## src/rtl/crc_frame_serializer.sv

```systemverilog
// rtl/crc_frame_serializer.sv - byte FIFO and frame serializer feeding the serial CRC-8 stage
//
// Purpose: buffers {last, byte} entries from the parallel datapath.
//   Once a whole frame is queued, or the FIFO is full, it shifts the frame out
//   one bit per cycle with ser_active framing the bits. It then idles GAP
//   cycles so the CRC stage can append its 8 CRC bits.
// Ports:
//   clk, rst                           clock, asynchronous active-low reset
//   in_data, in_valid, in_last         byte input with handshake
//   in_ready                           FIFO not full (combinational)
//   ser_data, ser_active               serial bit and frame window to the CRC stage
//   busy                               serializer not in IDLE
//   underrun                           one-cycle pulse when a frame runs dry before its last byte
// Configuration macro:
//   SER_MSB_FIRST_EN                   serialize each byte MSB first (default is LSB first)
module crc_frame_serializer #(
    parameter int DEPTH = 8,
    parameter int GAP   = 9
) (
    input  logic       clk,
    input  logic       rst,
    input  logic [7:0] in_data,
    input  logic       in_valid,
    input  logic       in_last,
    output logic       in_ready,
    output logic       ser_data,
    output logic       ser_active,
    output logic       busy,
    output logic       underrun
);
    localparam int AW = $clog2(DEPTH);
    localparam int CW = AW + 1;
    localparam int GW = $clog2(GAP);
    localparam logic [CW-1:0] FULL_CNT = CW'(DEPTH);
    localparam logic [GW-1:0] GAP_LAST = GW'(GAP - 1);

    typedef enum logic [1:0] {ST_IDLE, ST_SHIFT, ST_GAP} state_t;

    logic [8:0]    mem [DEPTH];
    logic [AW-1:0] wr_ptr;
    logic [AW-1:0] rd_ptr;
    logic [CW-1:0] count;
    logic [CW-1:0] frame_cnt;
    logic          full;
    logic          empty;
    logic          push;
    logic          pop;
    logic [8:0]    head;

    state_t        state;
    state_t        state_n;
    logic [7:0]    shreg;
    logic [7:0]    shreg_n;
    logic          held_last;
    logic          held_last_n;
    logic [2:0]    bit_cnt;
    logic [2:0]    bit_cnt_n;
    logic [GW-1:0] gap_cnt;
    logic [GW-1:0] gap_cnt_n;
    logic          ser_data_n;
    logic          ser_active_n;
    logic          underrun_n;

    // shreg holds the bits not yet driven; the next bit always sits at the
    // end selected by the shift direction.
`ifdef SER_MSB_FIRST_EN
    function automatic logic first_bit(input logic [7:0] b);
        return b[7];
    endfunction
    function automatic logic [7:0] advance(input logic [7:0] b);
        return {b[6:0], 1'b0};
    endfunction
`else
    function automatic logic first_bit(input logic [7:0] b);
        return b[0];
    endfunction
    function automatic logic [7:0] advance(input logic [7:0] b);
        return {1'b0, b[7:1]};
    endfunction
`endif

    assign full     = (count == FULL_CNT);
    assign empty    = (count == '0);
    assign in_ready = !full;
    assign push     = in_valid && in_ready;
    assign head     = mem[rd_ptr];

    always_ff @(posedge clk) begin
        if (push) begin
            mem[wr_ptr] <= {in_last, in_data};
        end
    end

    always_ff @(posedge clk or negedge rst) begin
        if (!rst) begin
            wr_ptr    <= '0;
            rd_ptr    <= '0;
            count     <= '0;
            frame_cnt <= '0;
        end else begin
            if (push) wr_ptr <= wr_ptr + 1'b1;
            if (pop)  rd_ptr <= rd_ptr + 1'b1;
            case ({push, pop})
                2'b10:   count <= count + 1'b1;
                2'b01:   count <= count - 1'b1;
                default: ;
            endcase
            case ({push && in_last, pop && head[8]})
                2'b10:   frame_cnt <= frame_cnt + 1'b1;
                2'b01:   frame_cnt <= frame_cnt - 1'b1;
                default: ;
            endcase
        end
    end

    always_ff @(posedge clk or negedge rst) begin
        if (!rst) begin
            state      <= ST_IDLE;
            shreg      <= '0;
            held_last  <= 1'b0;
            bit_cnt    <= '0;
            gap_cnt    <= '0;
            ser_data   <= 1'b0;
            ser_active <= 1'b0;
            underrun   <= 1'b0;
            busy       <= 1'b0;
        end else begin
            state      <= state_n;
            shreg      <= shreg_n;
            held_last  <= held_last_n;
            bit_cnt    <= bit_cnt_n;
            gap_cnt    <= gap_cnt_n;
            ser_data   <= ser_data_n;
            ser_active <= ser_active_n;
            underrun   <= underrun_n;
            busy       <= (state_n != ST_IDLE);
        end
    end

    always_comb begin
        state_n      = state;
        shreg_n      = shreg;
        held_last_n  = held_last;
        bit_cnt_n    = bit_cnt;
        gap_cnt_n    = gap_cnt;
        ser_data_n   = ser_data;
        ser_active_n = ser_active;
        underrun_n   = 1'b0;
        pop          = 1'b0;
        case (state)
            ST_IDLE: begin
                ser_data_n   = 1'b0;
                ser_active_n = 1'b0;
                // A full FIFO with no complete frame starts anyway so that
                // frames longer than DEPTH can stream.
                if (frame_cnt != '0 || full) begin
                    pop          = 1'b1;
                    shreg_n      = advance(head[7:0]);
                    held_last_n  = head[8];
                    ser_data_n   = first_bit(head[7:0]);
                    ser_active_n = 1'b1;
                    bit_cnt_n    = '0;
                    state_n      = ST_SHIFT;
                end
            end
            ST_SHIFT: begin
                if (bit_cnt != 3'd7) begin
                    bit_cnt_n  = bit_cnt + 3'd1;
                    ser_data_n = first_bit(shreg);
                    shreg_n    = advance(shreg);
                end else if (!held_last && !empty) begin
                    // Chain straight into the next byte with no idle bit.
                    pop          = 1'b1;
                    shreg_n      = advance(head[7:0]);
                    held_last_n  = head[8];
                    ser_data_n   = first_bit(head[7:0]);
                    bit_cnt_n    = '0;
                end else begin
                    // Either a clean end of frame or the producer fell behind;
                    // both close the window so the CRC stage ends the frame.
                    underrun_n   = !held_last;
                    ser_data_n   = 1'b0;
                    ser_active_n = 1'b0;
                    gap_cnt_n    = '0;
                    state_n      = ST_GAP;
                end
            end
            ST_GAP: begin
                ser_data_n   = 1'b0;
                ser_active_n = 1'b0;
                if (gap_cnt == GAP_LAST) begin
                    state_n = ST_IDLE;
                end else begin
                    gap_cnt_n = gap_cnt + 1'b1;
                end
            end
            default: state_n = ST_IDLE;
        endcase
    end
endmodule

```

## config.mk

```make
export PLATFORM = sky130hd
export DESIGN_NAME = crc_frame_serializer
export DESIGN_NICKNAME = d
export VERILOG_FILES = /design/src/rtl/crc_frame_serializer.sv
export SDC_FILE = /design/constraint.sdc
export NUM_CORES = 1
export LEC_CHECK = 0
export ABC_AREA = 1
export CAP_MARGIN = 5
export CORE_MARGIN = 10
export CORE_UTILIZATION = 40
export CTS_BUF_LIST = sky130_fd_sc_hd__clkbuf_16
export CTS_CLUSTER_SIZE = 12
export DETAILED_ROUTE_END_ITERATION = 16
export PLACE_DENSITY = 0.62
export SKIP_CTS_REPAIR_TIMING = 1
export SLEW_MARGIN = 20
export SYNTH_ARGS = -nofsm -noshare
export SYNTH_HDL_FRONTEND = slang
export SYNTH_SLANG_ARGS = --single-unit
```

## constraint.sdc

```tcl
create_clock -name clk -period 7.77 [get_ports clk]
set_clock_uncertainty 0.2 [all_clocks]
set_input_delay 1.1655 -clock clk [delete_from_list [all_inputs] [get_ports clk]]
set_output_delay 1.1655 -clock clk [all_outputs]
set_load 0.05 [all_outputs]
```

[Word level (Yosys, flattened, before mapping)]
Memories as Yosys holds them, arrays and structs flattened.
Index checks and enable logic that the tools add are counted.
Operators by class
  muxes and demuxes: 39
  add/subtract/negate cells: 8
  eq/ne operators: 15
  reduce and logical (&&, ||, !) cells: 21
Operator list (count)
  8-bit 2-to-1 mux: 3
  4-bit case mux with 2 select lines: 3
  1-bit 2-to-1 mux: 16
  8-bit case mux with 2 select lines: 1
  4-bit by 1-bit adder with 4-bit output, second input constant: 3
  4-bit 2-to-1 mux: 3
  2-bit != test, second input constant: 5
  2-bit nonzero test: 5
  3-bit by 1-bit adder with 3-bit output, second input constant: 3
  3-bit 2-to-1 mux: 3
  4-bit equality test, second input constant: 2
  2-bit 2-to-1 mux: 4
  4-bit AND reduction: 2
  4-bit by 1-bit subtractor with 4-bit output, second input constant: 2
  2-bit by 1-bit equality test with 1-bit output, second input constant: 3
  2-bit equality test, second input constant: 3
  3-bit != test, second input constant: 2
  1-bit case mux with 3 select lines: 2
  2-bit case mux with 3 select lines: 1
  3-bit case mux with 2 select lines: 1
  3-bit AND reduction: 2
  1-bit logical AND: 4
  4-bit logical NOT: 1
  1-bit case mux with 2 select lines: 2
  5 further kinds: 7
Storage, ports and cells
  memories: 1
  output and inout port bits: 5
  logic and storage cells: 97
  bits in writable memories: 72
  register bits: 36
Memory list
  mem: words 8, width 9, rd ports 1, clocked after memory_dff 0, wr ports 1, line 39  | logic [8:0] mem [DEPTH];

[Depth between registers and ports, before layout]
  word-level depth: 9
  gate-level depth with buffers: 15

[Worst setup path before layout]
No wires, ideal clock.
  path type: input port to flip-flop
  start: input in_valid
  end: register frame_cnt[3]
  stages: 9
  buffers on the path: 0
  data arrival time: 2.609 ns
  path slack: 4.837 ns
  setup time: 0.125 ns
  cell sequence: nand2_1 -> inv_1 -> nand2_1 -> ha_1 -> ha_1 -> a21oi_1 -> o21ai_0 -> xor2_1 -> mux2_2
On the way
  longest elaborated chain between the ends: 4
  elaborated cells on any way between the ends: 6
  classes of those cells: eq/ne (2); mux (1); reduce/logical (3)
RTL lines
  start: declaration: line 23  | input logic in_valid,
  1-bit logical AND *: line 85  | assign push = in_valid && in_ready;
  1-bit logical AND *: line 108  | case ({push && in_last, pop && head[8]})
  2-bit by 1-bit equality test with 1-bit output / 2-bit equality test (equally long branches): line 108
  4-bit case mux with 2 select lines / 2-bit nonzero test (equally long branches)
  end signal: assignment: line 109  | 2'b10: frame_cnt <= frame_cnt + 1'b1;
  end signal: assignment: line 110  | 2'b01: frame_cnt <= frame_cnt - 1'b1;
  end: declaration: line 43  | logic [CW-1:0] frame_cnt;
Mark *: on every way between the ends. The rest lies on a longest branch, timed or not.
A chain may end at the register's enable or synchronous reset.

[Worst setup path after layout]
  start: register rd_ptr[0]
  end: register frame_cnt[3]
On the way
  longest elaborated chain between the ends: 4
  elaborated cells on any way between the ends: 6
  classes of those cells: eq/ne (2); mux (1); reduce/logical (2); memory (1)
RTL lines
  start: declaration: line 41  | logic [AW-1:0] rd_ptr;
  start signal: assignment: line 102  | if (pop) rd_ptr <= rd_ptr + 1'b1;
  memory read 8 x 9 bit *
  1-bit logical AND *: line 108
  2-bit by 1-bit equality test with 1-bit output / 2-bit equality test (equally long branches): line 108
  4-bit case mux with 2 select lines / 2-bit nonzero test (equally long branches)
Marks and branches as above.

==> summary.md <==
| Metric | Value |
|---|---|
| Sequential-to-total area share from yosys stat | 61.9% |
| LEAKAGE | 0.00222 uW |
| Reg2reg setup slack | 4520 ps |
| Setup TNS | 0 ps |
| TritonRoute pass-1 iters | 5 |
| Nets | 505 |
| Worst path max stage delay | 380 ps |
| Gpl congestion | 0.744 |
| Hold Vio Cnt, Final | 0 |
| CP max-delay cell | buf_4 |
| CTS max path bufs | 2 |
| Worst Setup SP | rd_ptr[0] |
| # placed instances | 611 |
| Max Fclk | 308 MHz |
| Die Width | 131 um |
| WS Path Type | reg -> reg |
| Outcome | complete, no violations |
| Layout cells sized above 1 | 8.96% |
| Height of the die | 131 um |
| Final period util | 41.8% |
| Slew Limit Headroom | 42.0% |
| CP required | 7810 ps |
| Crit path DAT | 3290 ps |
| Routed Antenna Nets | 0 |
| CTS root buffer | clkbuf_16 |
| First-pass GRT wire length | 16000 um |
| IO Count | 17 |
| Worst setup SP type | register |
| Worst-Skew Late Latency | 350 ps |
| Initial antenna violation count | 0 |
| Synthesis-stage register bit count | 107 |
| Worst-path cell chain | buf_4, inv_2, nand2_1, nand3_1, nand3_1, nand2_1, nand2_1, inv_1, ha_1, ha_1, a21oi_1, o21ai_0, xor2_1, mux2_2 |
| Hold Crit Class | reg -> reg |
| Synthesized instance count | 460 |
| Vias in the first global route | 3105 |
| Layout area overhead | 10.9% |
| DRC | 0 |
| GRT Resource Usage Total | 12.1% |
| Routed wire length | 9410 um |
| Fin. max-slew vios | 0 |
| Non-filler cells, final | 627 |
| DR WL/cell | 15.0 um |
| Crit. End Element | register |
| PortBufs | 16 |
| Min cycle time layout | 3250 ps |
| Syn Area/Cell | 10.7 um^2 |
| FF-to-FF Start | rd_ptr[0] |
| Worst slew pin tran | 868 ps |
| Vias | 3130 |
| Number of max-cap violations | 0 |
| Starting Density | 40.9% |
| Antenna fix cells | 0 |
| Yosys cell types | 36 |
| CTS sink cnt | 107 |
| RSZ-0062 raised after global routing | false |
| Core area | 12000 um^2 |
| PwrDens | 389 nW/um^2 |
| CTS tree | done |
| Syn nets | 490 |
| DP Wirelength | 6210 um |
| Post-Synthesis Cell Area | 4910 um^2 |
| Routed vias/inst | 4.99 |
| Maximum vdd drop | 0.000162 V |
| Overflow after GRT | 0 |
| Number of CTS-inserted buffers | 9 |
| Total number of yosys warnings | 0 |
| Most used cell, CP | nand2_1 |
| Hold Startpoint | held_last |
| H-tree lvl count | 3 |
| Max FO, Critical Path | 39 |
| Die Area | 17100 um^2 |
| Pin count of the biggest net entering global routing | 40 |
| Reg clk slew, reported paths | 70 ps |
| Setup violators final | 0 |
| # rows | 40 |
| DRT iter0 DRCs | 267 |
-- logic make-up (layout without fill, tap and decap cells) --
kind of cell,Yosys count,in the layout,synth area share (%)
AOI/OAI and AO/OA,41,41,4.97
DFF,107,107,61.9
and+or+nand+nor,231,231,21.2
adders and majority gates,18,18,4.74
muxes,1,1,0.229
buffers and inverters,51,71,4.97
xor gates and xnor gates,11,11,1.96
-- where the power goes --
| group | internal [uW] | switching [uW] |
|---|---|---|
| Clock | 224 | 217 |
| Combinational | 282 | 546 |
| Sequential | 754 | 95.5 |
-- path summary, 6_finish.rpt --
kind                                 to  cells past startpoint
hold reg to reg                underrun                      1
setup reg to reg           frame_cnt[3]                     14
hold / removal                 underrun                      1
max in group asynchronous      shreg[5]                      1
setup / recovery           frame_cnt[3]                     14
min in group asynchronous      count[3]                      1
-- layer usage --
metal  global-route usage (%)  up-vias  part of all wire, %
li1                         -     1580                    -
met1                     16.0     1484                   48
met2                     18.6       59                   47
met3                     3.26        7                  3.7
met4                     4.38        0                  1.2
met5                        0        -                    0
-- worst max-delay path: cells and delay by family, from the launching register on --
family,cells,cell delay (ps)
AO/OA/AOI/OAI,2,260
XOR/XNOR,1,150
adder cells (fa/ha/maj),2,570
buffers and inverters,3,800
flip-flops,1,330
multiplexers,1,260
AND/OR/NAND/NOR,5,550
-- layout make-up --
type	instances	area [um^2]
clock buffers	9	225
clock inverters	7	63.8
fillers	1110	6570
inverters	38	145
multi-input cells	302	1630
flip-flops and latches	107	3040
well taps	147	184
repair buffers	17	163
-- cells in the final DEF, fill, tap and decap left out, types with 4 or more instances in the layout --
cell / Yosys / final
a21oi_1: 7 / 7
clkbuf_16: 0 / 9
clkdlybuf4s50_1: 0 / 15
dfrtp_1: 35 / 35
edfxtp_1: 72 / 72
ha_1: 17 / 17
inv_1: 32 / 33
inv_2: 4 / 4
nand2_1: 123 / 123
nand2_2: 4 / 4
nand3_1: 63 / 63
nor2_1: 25 / 25
o21ai_0: 15 / 15
o21ai_1: 10 / 10
o21ai_2: 4 / 4
xor2_1: 9 / 9
-- state kept, by name (all words and copies together), names as in the netlist --
register,count
ser_active,1
held_last,1
rd_ptr,3
shreg,7
frame_cnt,4
underrun,1
busy,1
state,2
wr_ptr,3
ser_data,1
mem,72
bit_cnt,3
count,4
gap_cnt,4
-- Yosys cell counts --
cell / instances / area, um^2
nand3b_1: 1 / 7.51
o21ai_1: 10 / 50.1
dfrtp_1: 35 / 876
buf_8: 1 / 15.0
inv_4: 1 / 6.26
inv_1: 32 / 120
o21ai_4: 1 / 16.3
clkinv_1: 1 / 3.75
buf_6: 1 / 11.3
a21boi_0: 1 / 7.51
nand3_1: 63 / 315
edfxtp_1: 72 / 2160
o21ai_0: 15 / 75.1
o221ai_1: 2 / 17.5
nor3_1: 1 / 5.00
nand4_1: 3 / 18.8
nand2_2: 4 / 25.0
nand2_4: 2 / 22.5
nor2_2: 3 / 18.8
o31ai_1: 1 / 7.51
ha_1: 17 / 213
nor2_4: 1 / 11.3
nand3_2: 2 / 20.0
inv_2: 4 / 15.0
buf_2: 4 / 20.0
or2_2: 1 / 6.26
nor2_1: 25 / 93.8
o21ai_2: 4 / 35.0
fa_1: 1 / 20.0
xor2_1: 9 / 78.8
a21oi_1: 7 / 35.0
xnor2_1: 2 / 17.5
nand2_1: 123 / 462
buf_4: 7 / 52.6
nand3_4: 2 / 35.0
mux2_2: 1 / 11.3
-- through the flow --
| stage | utilization (%) | hold slack, ps | setup WS [ps] | area, um^2 | power [uW] |
|---|---|---|---|---|---|
| finish | 45.3 | 236 | 4520 | 5440 | 2120 |
| global route | 45.3 | 285 | 4260 | 5440 | 2300 |
| CTS | 45.3 | 235 | 4490 | 5440 | 2150 |
| detailed placement | 42.9 | 225 | 4180 | 5150 | 1700 |
| global placement | 42.9 | 222 | 4240 | 5150 | 1670 |
| floorplan | - | 210 | 4840 | 4910 | 1510 |
Power figures use the tool's default switching activity.
